`src/rtl/uart_fifo_core.sv`:
```
// Full-duplex UART with 16x-oversampled receiver, transmitter and FWFT RX/TX FIFOs.
// Framing: start, DATA_BITS LSB first, optional parity, one stop bit.
module uart_fifo_buf #(
    parameter int DW    = 8,
    parameter int DEPTH = 16
) (
    input  logic                       clk,
    input  logic                       reset,
    input  logic                       wr_en,
    input  logic [DW-1:0]              wr_data,
    input  logic                       rd_en,
    output logic [DW-1:0]              rd_data,
    output logic [$clog2(DEPTH+1)-1:0] count,
    output logic                       full
);
    localparam int AW = $clog2(DEPTH);
    localparam int CW = $clog2(DEPTH + 1);
    localparam logic [CW-1:0] FULL_CNT = CW'(DEPTH);

    logic [DW-1:0] mem [DEPTH];
    logic [AW-1:0] wr_ptr_reg, rd_ptr_reg;
    logic [CW-1:0] count_reg;
    logic          do_wr, do_rd;

    assign full  = (count_reg == FULL_CNT);
    assign do_rd = rd_en && (count_reg != '0);
    // A write into a full buffer is fine when the head leaves in the same cycle.
    assign do_wr = wr_en && (!full || do_rd);

    always_ff @(posedge clk) begin
        if (do_wr) mem[wr_ptr_reg] <= wr_data;
    end

    always_ff @(posedge clk) begin
        if (reset) begin
            wr_ptr_reg <= '0;
            rd_ptr_reg <= '0;
            count_reg  <= '0;
        end else begin
            if (do_wr) wr_ptr_reg <= wr_ptr_reg + AW'(1);
            if (do_rd) rd_ptr_reg <= rd_ptr_reg + AW'(1);
            case ({do_wr, do_rd})
                2'b10:   count_reg <= count_reg + CW'(1);
                2'b01:   count_reg <= count_reg - CW'(1);
                default: count_reg <= count_reg;
            endcase
        end
    end

    assign rd_data = mem[rd_ptr_reg];
    assign count   = count_reg;
endmodule

module uart_fifo_core #(
    parameter int CLK_DIV    = 13,
    parameter int DATA_BITS  = 8,
    parameter int PARITY_EN  = 0,
    parameter int PARITY_ODD = 0,
    parameter int FIFO_DEPTH = 16
) (
    input  logic                            clk,
    input  logic                            reset,
    input  logic                            rx,
    output logic                            tx,
    input  logic [DATA_BITS-1:0]            tx_data,
    input  logic                            tx_valid,
    output logic                            tx_ready,
    output logic [DATA_BITS-1:0]            rx_data,
    output logic                            rx_valid,
    input  logic                            rx_ready,
    output logic [$clog2(FIFO_DEPTH+1)-1:0] rx_count,
    output logic [$clog2(FIFO_DEPTH+1)-1:0] tx_count,
    output logic                            rx_overrun,
    output logic                            rx_frame_err,
    output logic                            rx_parity_err,
    input  logic                            err_clear
);
    localparam int DIVW = $clog2(CLK_DIV + 1);
    localparam logic [DIVW-1:0] DIV_LAST = DIVW'(CLK_DIV - 1);
    localparam logic [2:0] LAST_BIT = 3'(DATA_BITS - 1);
    localparam bit HAS_PARITY = (PARITY_EN != 0);
    localparam logic PAR_ODD = (PARITY_ODD != 0);

    typedef enum logic [2:0] {S_IDLE, S_START, S_DATA, S_PARITY, S_STOP} uart_state_t;

    logic [DIVW-1:0] div_reg;
    logic            tick;
    logic            rx_meta_reg, rx_sync_reg;
    logic            rx_full, rx_push, rx_pop, tx_pop, tx_full;
    logic            set_overrun, set_frame, set_parity;
    logic            overrun_reg, frame_err_reg, parity_err_reg;
    logic [DATA_BITS-1:0] tx_head;

    uart_state_t          rx_state_reg, rx_state_next, tx_state_reg, tx_state_next;
    logic [3:0]           rx_tick_reg, rx_tick_next, tx_tick_reg, tx_tick_next;
    logic [2:0]           rx_bit_reg, rx_bit_next, tx_bit_reg, tx_bit_next;
    logic [DATA_BITS-1:0] rx_shift_reg, rx_shift_next, tx_shift_reg, tx_shift_next;
    logic                 rx_par_bad_reg, rx_par_bad_next;
    logic                 tx_par_reg, tx_par_next, tx_reg, tx_next;

    assign tick = (div_reg == DIV_LAST);

    always_ff @(posedge clk) begin
        if (reset) begin
            div_reg        <= '0;
            rx_meta_reg    <= 1'b1;
            rx_sync_reg    <= 1'b1;
            overrun_reg    <= 1'b0;
            frame_err_reg  <= 1'b0;
            parity_err_reg <= 1'b0;
            rx_state_reg   <= S_IDLE;
            rx_tick_reg    <= '0;
            rx_bit_reg     <= '0;
            rx_shift_reg   <= '0;
            rx_par_bad_reg <= 1'b0;
            tx_state_reg   <= S_IDLE;
            tx_tick_reg    <= '0;
            tx_bit_reg     <= '0;
            tx_shift_reg   <= '0;
            tx_par_reg     <= 1'b0;
            tx_reg         <= 1'b1;
        end else begin
            div_reg        <= tick ? '0 : div_reg + DIVW'(1);
            rx_meta_reg    <= rx;
            rx_sync_reg    <= rx_meta_reg;
            // A new error in the same cycle as err_clear wins.
            overrun_reg    <= set_overrun | (overrun_reg & ~err_clear);
            frame_err_reg  <= set_frame   | (frame_err_reg & ~err_clear);
            parity_err_reg <= set_parity  | (parity_err_reg & ~err_clear);
            rx_state_reg   <= rx_state_next;
            rx_tick_reg    <= rx_tick_next;
            rx_bit_reg     <= rx_bit_next;
            rx_shift_reg   <= rx_shift_next;
            rx_par_bad_reg <= rx_par_bad_next;
            tx_state_reg   <= tx_state_next;
            tx_tick_reg    <= tx_tick_next;
            tx_bit_reg     <= tx_bit_next;
            tx_shift_reg   <= tx_shift_next;
            tx_par_reg     <= tx_par_next;
            tx_reg         <= tx_next;
        end
    end

    always_comb begin
        rx_state_next   = rx_state_reg;
        rx_tick_next    = rx_tick_reg;
        rx_bit_next     = rx_bit_reg;
        rx_shift_next   = rx_shift_reg;
        rx_par_bad_next = rx_par_bad_reg;
        rx_push         = 1'b0;
        set_frame       = 1'b0;
        set_parity      = 1'b0;
        case (rx_state_reg)
            S_IDLE: if (!rx_sync_reg) begin
                rx_state_next   = S_START;
                rx_tick_next    = '0;
                rx_par_bad_next = 1'b0;
            end
            S_START: if (tick) begin
                // Mid-start sample; a high line here was only a glitch.
                if (rx_tick_reg == 4'd7) begin
                    rx_state_next = rx_sync_reg ? S_IDLE : S_DATA;
                    rx_tick_next  = '0;
                    rx_bit_next   = '0;
                end else rx_tick_next = rx_tick_reg + 4'd1;
            end
            S_DATA: if (tick) begin
                if (rx_tick_reg == 4'd15) begin
                    rx_tick_next  = '0;
                    rx_bit_next   = rx_bit_reg + 3'd1;
                    rx_shift_next = {rx_sync_reg, rx_shift_reg[DATA_BITS-1:1]};
                    if (rx_bit_reg == LAST_BIT) rx_state_next = HAS_PARITY ? S_PARITY : S_STOP;
                end else rx_tick_next = rx_tick_reg + 4'd1;
            end
            S_PARITY: if (tick) begin
                if (rx_tick_reg == 4'd15) begin
                    rx_tick_next    = '0;
                    rx_par_bad_next = rx_sync_reg != ((^rx_shift_reg) ^ PAR_ODD);
                    rx_state_next   = S_STOP;
                end else rx_tick_next = rx_tick_reg + 4'd1;
            end
            S_STOP: if (tick) begin
                if (rx_tick_reg == 4'd15) begin
                    rx_state_next = S_IDLE;
                    set_frame     = !rx_sync_reg;
                    set_parity    = rx_par_bad_reg;
                    rx_push       = rx_sync_reg && !rx_par_bad_reg;
                end else rx_tick_next = rx_tick_reg + 4'd1;
            end
            default: rx_state_next = S_IDLE;
        endcase
    end

    always_comb begin
        tx_state_next = tx_state_reg;
        tx_tick_next  = tx_tick_reg;
        tx_bit_next   = tx_bit_reg;
        tx_shift_next = tx_shift_reg;
        tx_par_next   = tx_par_reg;
        tx_pop        = 1'b0;
        tx_next       = 1'b1;
        case (tx_state_reg)
            S_IDLE: tx_pop = tick && (tx_count != '0);
            S_START: if (tick) begin
                if (tx_tick_reg == 4'd15) begin
                    tx_state_next = S_DATA;
                    tx_tick_next  = '0;
                    tx_bit_next   = '0;
                end else tx_tick_next = tx_tick_reg + 4'd1;
            end
            S_DATA: if (tick) begin
                if (tx_tick_reg == 4'd15) begin
                    tx_tick_next  = '0;
                    tx_bit_next   = tx_bit_reg + 3'd1;
                    tx_shift_next = tx_shift_reg >> 1;
                    if (tx_bit_reg == LAST_BIT) tx_state_next = HAS_PARITY ? S_PARITY : S_STOP;
                end else tx_tick_next = tx_tick_reg + 4'd1;
            end
            S_PARITY: if (tick) begin
                if (tx_tick_reg == 4'd15) begin
                    tx_tick_next  = '0;
                    tx_state_next = S_STOP;
                end else tx_tick_next = tx_tick_reg + 4'd1;
            end
            S_STOP: if (tick) begin
                // Chain straight into the next frame when more data is queued.
                if (tx_tick_reg == 4'd15) begin
                    if (tx_count != '0) tx_pop = 1'b1;
                    else tx_state_next = S_IDLE;
                end else tx_tick_next = tx_tick_reg + 4'd1;
            end
            default: tx_state_next = S_IDLE;
        endcase
        if (tx_pop) begin
            tx_state_next = S_START;
            tx_tick_next  = '0;
            tx_shift_next = tx_head;
            tx_par_next   = (^tx_head) ^ PAR_ODD;
        end
        case (tx_state_next)
            S_START:  tx_next = 1'b0;
            S_DATA:   tx_next = tx_shift_next[0];
            S_PARITY: tx_next = tx_par_next;
            default:  tx_next = 1'b1;
        endcase
    end

    assign rx_pop      = rx_valid && rx_ready;
    assign set_overrun = rx_push && rx_full && !rx_pop;

    uart_fifo_buf #(.DW(DATA_BITS), .DEPTH(FIFO_DEPTH)) u_rx_fifo (
        .clk(clk), .reset(reset), .wr_en(rx_push), .wr_data(rx_shift_reg),
        .rd_en(rx_ready), .rd_data(rx_data), .count(rx_count), .full(rx_full)
    );

    uart_fifo_buf #(.DW(DATA_BITS), .DEPTH(FIFO_DEPTH)) u_tx_fifo (
        .clk(clk), .reset(reset), .wr_en(tx_valid), .wr_data(tx_data),
        .rd_en(tx_pop), .rd_data(tx_head), .count(tx_count), .full(tx_full)
    );

    assign tx            = tx_reg;
    assign tx_ready      = !tx_full;
    assign rx_valid      = (rx_count != '0);
    assign rx_overrun    = overrun_reg;
    assign rx_frame_err  = frame_err_reg;
    assign rx_parity_err = parity_err_reg;
endmodule

```
`config.mk`:
```
export PLATFORM = sky130hd
export DESIGN_NAME = uart_fifo_core
export DESIGN_NICKNAME = d
export VERILOG_FILES = /design/src/rtl/uart_fifo_core.sv
export SDC_FILE = /design/constraint.sdc
export NUM_CORES = 1
export LEC_CHECK = 0
export ABC_CLOCK_PERIOD_IN_PS = 6800
export CORE_MARGIN = 10
export CORE_UTILIZATION = 51
export CTS_CLUSTER_SIZE = 8
export DETAILED_ROUTE_END_ITERATION = 6
export PLACE_DENSITY = 0.69
export REMOVE_ABC_BUFFERS = 1
export SKIP_LAST_GASP = 1
export SLEW_MARGIN = 0
export SYNTH_ARGS = -nofsm -noshare
export SYNTH_HDL_FRONTEND = slang
export SYNTH_SLANG_ARGS = --single-unit
```
`constraint.sdc`:
```
create_clock -name clk -period 6.8 [get_ports clk]
set_clock_uncertainty 0.2 [all_clocks]
set_input_delay 2.04 -clock clk [delete_from_list [all_inputs] [get_ports clk]]
set_output_delay 2.04 -clock clk [all_outputs]
set_load 0.01 [all_outputs]
```
# --- Word level (Yosys, flattened, before mapping) ---
# Memories as Yosys holds them, arrays and structs flattened. A register that Yosys moved wholly into a read port is not among the register bits.
# Index checks and enable logic that the tools add are counted.
op_classes:
  add_sub_neg: 13
  n_eq_ne: 43
  muxes: 80
  n_bitwise: 7
  n_reduce_logical: 43
op_table:
  columns: ["operator", "n"]
  rows:
  - ["$mux W3", 29]
  - ["$mux W4", 15]
  - ["$ne A2 B2 Y1 const B", 17]
  - ["$mux W8", 4]
  - ["$pmux W3 S5", 2]
  - ["$add A4 B1 Y4 const B", 7]
  - ["$mux W1", 20]
  - ["$pmux W5 S2", 2]
  - ["$eq A3 B2 Y1 const B", 6]
  - ["$reduce_bool A2 Y1", 9]
  - ["$pmux W4 S4", 1]
  - ["$reduce_xor A8 Y1", 2]
  - ["$eq A3 B3 Y1 const B", 4]
  - ["$eq A4 B4 Y1 const B", 3]
  - ["$pmux W3 S2", 2]
  - ["$add A5 B1 Y5 const B", 2]
  - ["$eq A5 B5 Y1 const B", 2]
  - ["$reduce_and A10 Y1", 1]
  - ["$reduce_and A5 Y1", 2]
  - ["$reduce_bool A5 Y1", 2]
  - ["$sub A5 B1 Y5 const B", 2]
  - ["$eq A3 B1 Y1 const B", 3]
  - ["$logic_and A1 B1 Y1", 8]
  - ["$pmux W4 S2", 1]
  - ["other kinds (21)", 40]
word_totals:
  register_bits: 74
  ramBits: 256
  input_bits: 14
  output_inout_bits: 24
  elab_cells: 212
  mem_count: 2
memory_table:
  columns: ["name", "words", "width", "read_ports", "rd_ports_with_merged_regs", "write_ports", "line_no", "source"]
  rows:
  - ["u_rx_fifo.mem", 16, 8, 1, 1, 1, "20", "logic [DW-1:0] mem [DEPTH];"]
  - ["u_tx_fifo.mem", 16, 8, 1, 1, 1, "20", null]

# --- Longest topological paths before layout ---
logic_depth:
  word_depth: 10
  ltp_mapped: 15
  mapped_depth_nobuf: 15

# --- Modules after synthesis ---
# Synthesis repeated with hierarchy kept, for this count alone.
hier_totals:
  cells_unflattened: 916
  hier_area_um2: 14126.0
by_module_without_submodules:
  columns: ["module", "instances", "cells_per_inst", "area_each_um2", "seq_area_each_um2"]
  rows:
  - ["uart_fifo_buf at u_rx_fifo", 1, 316, 5813.1, 4184.0]
  - ["uart_fifo_buf at u_tx_fifo", 1, 317, 5796.8, 4184.0]
  - ["uart_fifo_core", 1, 283, 2516.2, 960.9]

# --- Worst setup path after synthesis ---
# OpenSTA, ideal clock, no wires.
synth_timing:
  kind: "in2reg"
  start: "in rx_ready"
  end: "reg u_rx_fifo.count_reg[4] (netlist: u_rx_fifo.count[4])"
  setup_ns: 0.070
  arrival_ns: 4.109
  t_required_ns: 6.530
  slack_ns: 2.420
  path_stages: 10
  path_buffers: 0
  path_cell_list: "nor3b_1 nor4b_4 inv_1 ha_1 fa_1 a21o_1 a21oi_1 xor2_1 or3_1 a21oi_1"
synth_via:
  elab_chain_len: 5
  word_cells_on_any_way: 7
  cone_classes: "2 x eq/ne; 1 x mux; 4 x reduce/logical"
synth_lines:
  columns: ["item", "line_no", "source"]
  rows:
  - ["from (decl)", "70", "input logic rx_ready,"]
  - ["$logic_and A1 B1 Y1 (*)", "26", "assign do_rd = rd_en && (count_reg != '0);"]
  - ["$logic_or A1 B1 Y1", "28", "assign do_wr = wr_en && (!full || do_rd);"]
  - ["$logic_and A1 B1 Y1", "28", null]
  - ["$eq A2 B1 Y1 or $eq A2 B2 Y1 (tied branches)", "42", "case ({do_wr, do_rd})"]
  - ["$pmux W5 S2 or $reduce_bool A2 Y1 (tied branches)", null, null]
  - ["to (signal assigned)", "43", "2'b10: count_reg <= count_reg + CW'(1);"]
  - ["to (signal assigned)", "44", "2'b01: count_reg <= count_reg - CW'(1);"]
  - ["to (signal assigned)", "45", "default: count_reg <= count_reg;"]
  - ["to (decl)", "22", "logic [CW-1:0] count_reg;"]
# Mark *: on every way between the ends. The rest lies on a longest branch, timed or not.
# A chain may end at the register's enable or synchronous reset.

==> metrics.yaml <==
synth:
  synth_area_leader_cell: "edfxtp_1"
  ys_async_sr_fraction: 0
  yosysWarnings: 0
  syn_inst: 842
  ys_seq_elements: 338
  synthFlopType: "edfxtp_1"
  netlist_area_um2: 13700
  synth_edf_count: 256
  syn_avg_cell_area_um2: 16.2
  yosys.area.top_type_share: 0.562
  ys_types: 51
  synthTopCellsByArea: "edfxtp_1 56%, dfxtp_1 12%, mux4_2 10%"
  ys_seq_area_frac: 0.682
grt:
  grt_pass1_wl_um: 41300
  globalRoute.totalOverflow: 0
  grt_usage: 0.157
  antenna_found_initial: 0
  grt_pass1_vias: 7362
  grt_max_degree: 44
final_layout:
  instances_no_fill: 1257
  post-route-util: 0.598
  insertedDiodeCount: 0
  drive_gt1_frac: 0.148
  area_delta_synth_final_pct: 14.6
  fin_nets: 938
  top_regs: "u_rx_fifo.mem x128, u_tx_fifo.mem x128"
timing:
  final.period_utilization: 0.818
  worst_pin_slew_ps: 1190
  finalHoldViolCount: 0
  setup_tns_ps: 0
  fin_ws_ps: 1240
  setup_violations: 0
  min_period_ps: 5560
  slew_headroom: 0.201
  drv_slew: 0
  fmax_mhz: 180
  grt_setup_unrepaired: "no"
die:
  coreArea_um2: 26200
  die_height_um: 184
  initial_core_util: 0.522
  io-pin-count: 38
  die_w_um: 184
  dieArea_um2: 33800
  num_rows: 59
clock_tree:
  clk_pin_slew_worst_paths_ps: 50
  postCtsSetupRepairBufs: 0
  cts_tree: "built"
  clock-root-buffer: "clkbuf_16"
  htree_levels: 2
  cts_hold_buf: 0
  cts-buffers-inserted: 48
  clkSinkCount: 338
  clkLatencyLatePin_ps: 540
  cts_buffer_depth: 3
  cts_resized: 0
detailed_routing:
  vias: 7191
  wl_per_cell_um: 20.6
  drcViolationCount: 0
  finalWirelength_um: 25900
  vias_per_cell: 5.72
  ant_nets: 0
  drt-initial-drc-count: 566
  drtPass1Iterations: 4
setup_path:
  crit_type: "reg2out"
  cp-start-kind: "flop"
  crit_fanout: 26
  end_kind: "output pin"
  arrival_ps: 3320
  crit_required_ps: 4560
placed_design:
  dp_cells: 1182
  hpwl_um: 15700
  post-place-ws_ps: 1690
  gp_congestion: 0.738
  port_buffers: 37
hold_path:
  hp-class: "reg2reg"
power:
  power.leakage_uw: 0.00513
  p_per_area_nw_per_um2: 282
  peakVddDrop_mv: 0.260
  p_total_uw: 4420
outcome:
  outcome: "finished, final reports clean"
job:
  max_cap_violations: 0
-- synth_stat cells, types with 10 or more instances --
library cell / n
inv_1: 13
nand3_1: 10
nor2_1: 92
xor2_1: 18
clkbuf_1: 24
nor3_1: 22
a211oi_1: 10
mux4_1: 10
a21oi_1: 27
dfxtp_1: 82
ha_1: 25
mux4_2: 62
a22oi_1: 17
edfxtp_1: 256
mux2i_1: 23
xnor2_1: 22
nand2_1: 33
-- path summary, 6_finish.rpt --
path	cells after the start	slack [ps]	startpoint	to
setup / recovery	4	1240	flop	rx_data[4]
hold / removal	1	220	rx_meta_reg	rx_sync_reg
setup reg to reg	14	3010	div_reg[0]	u_rx_fifo.count[4]
hold reg to reg	1	220	rx_meta_reg	rx_sync_reg
-- critical path, cell delays in order (launching register included) --
cell,delay (ps)
dfxtp_2,950
buf_4,330
mux4_2,510
mux4_2,490
clkdlybuf4s50_1,500
-- report_power, final --
group          total [uW]  internal [uW]  leakage [uW]  switching (uW)
combinational        90.2           36.7       0.00149            53.4
clock                2090           1290      0.000635             804
sequential           2230           2220       0.00301            9.23
-- cells by family (layout without fill, tap and decap cells) --
family | Yosys count | after routing | synth area share
AOI/OAI and AO/OA | 80 | 80 | 0.0381
muxes | 95 | 95 | 0.138
DFF | 338 | 338 | 0.682
xor gates and xnor gates | 40 | 40 | 0.0256
and+or+nand+nor | 205 | 205 | 0.0714
buffers and inverters | 57 | 137 | 0.0188
adders and majority gates | 27 | 27 | 0.0258
-- cell usage in the layout (no fill, tap or decap), types with 7 or more instances in the layout --
cell / count
clkbuf_16: 48
buf_4: 12
nor2_1: 92
mux4_1: 10
a21oi_1: 27
a22oi_1: 17
inv_1: 13
nand2_1: 33
xnor2_1: 22
edfxtp_1: 256
clkdlybuf4s50_1: 36
clkbuf_1: 24
nor3_1: 22
nor3b_1: 7
xor2_1: 18
mux2i_1: 23
nand3_1: 10
mux4_2: 62
ha_1: 25
a211oi_1: 10
dfxtp_1: 79
nand2b_1: 7
-- area by class of cell --
cell class	instances	area, um^2
clock buffers	72	1290
clock inverters	3	33.8
fillers	1948	10500
inverters	13	48.8
multi-input cells	447	4090
flip-flops and latches	338	9330
well taps	335	419
repair buffers	49	455
-- through the flow --
step                      hold slack, ps  area (um^2)
after floorplan                      189        13500
after global placement               204        14300
after detailed placement             192        14300
after CTS                            224        15700
after global routing                 236        15700
final                                224        15700
-- routing by layer --
metal	wire [um]	vias to the layer above	GRT usage
met4	578	0	0.0547
met1	11200	3540	0.209
met5	0	-	0
met2	12500	233	0.254
li1	-	3372	-
met3	1570	46	0.0302
Note: power is estimated with default switching activity, not from simulation.
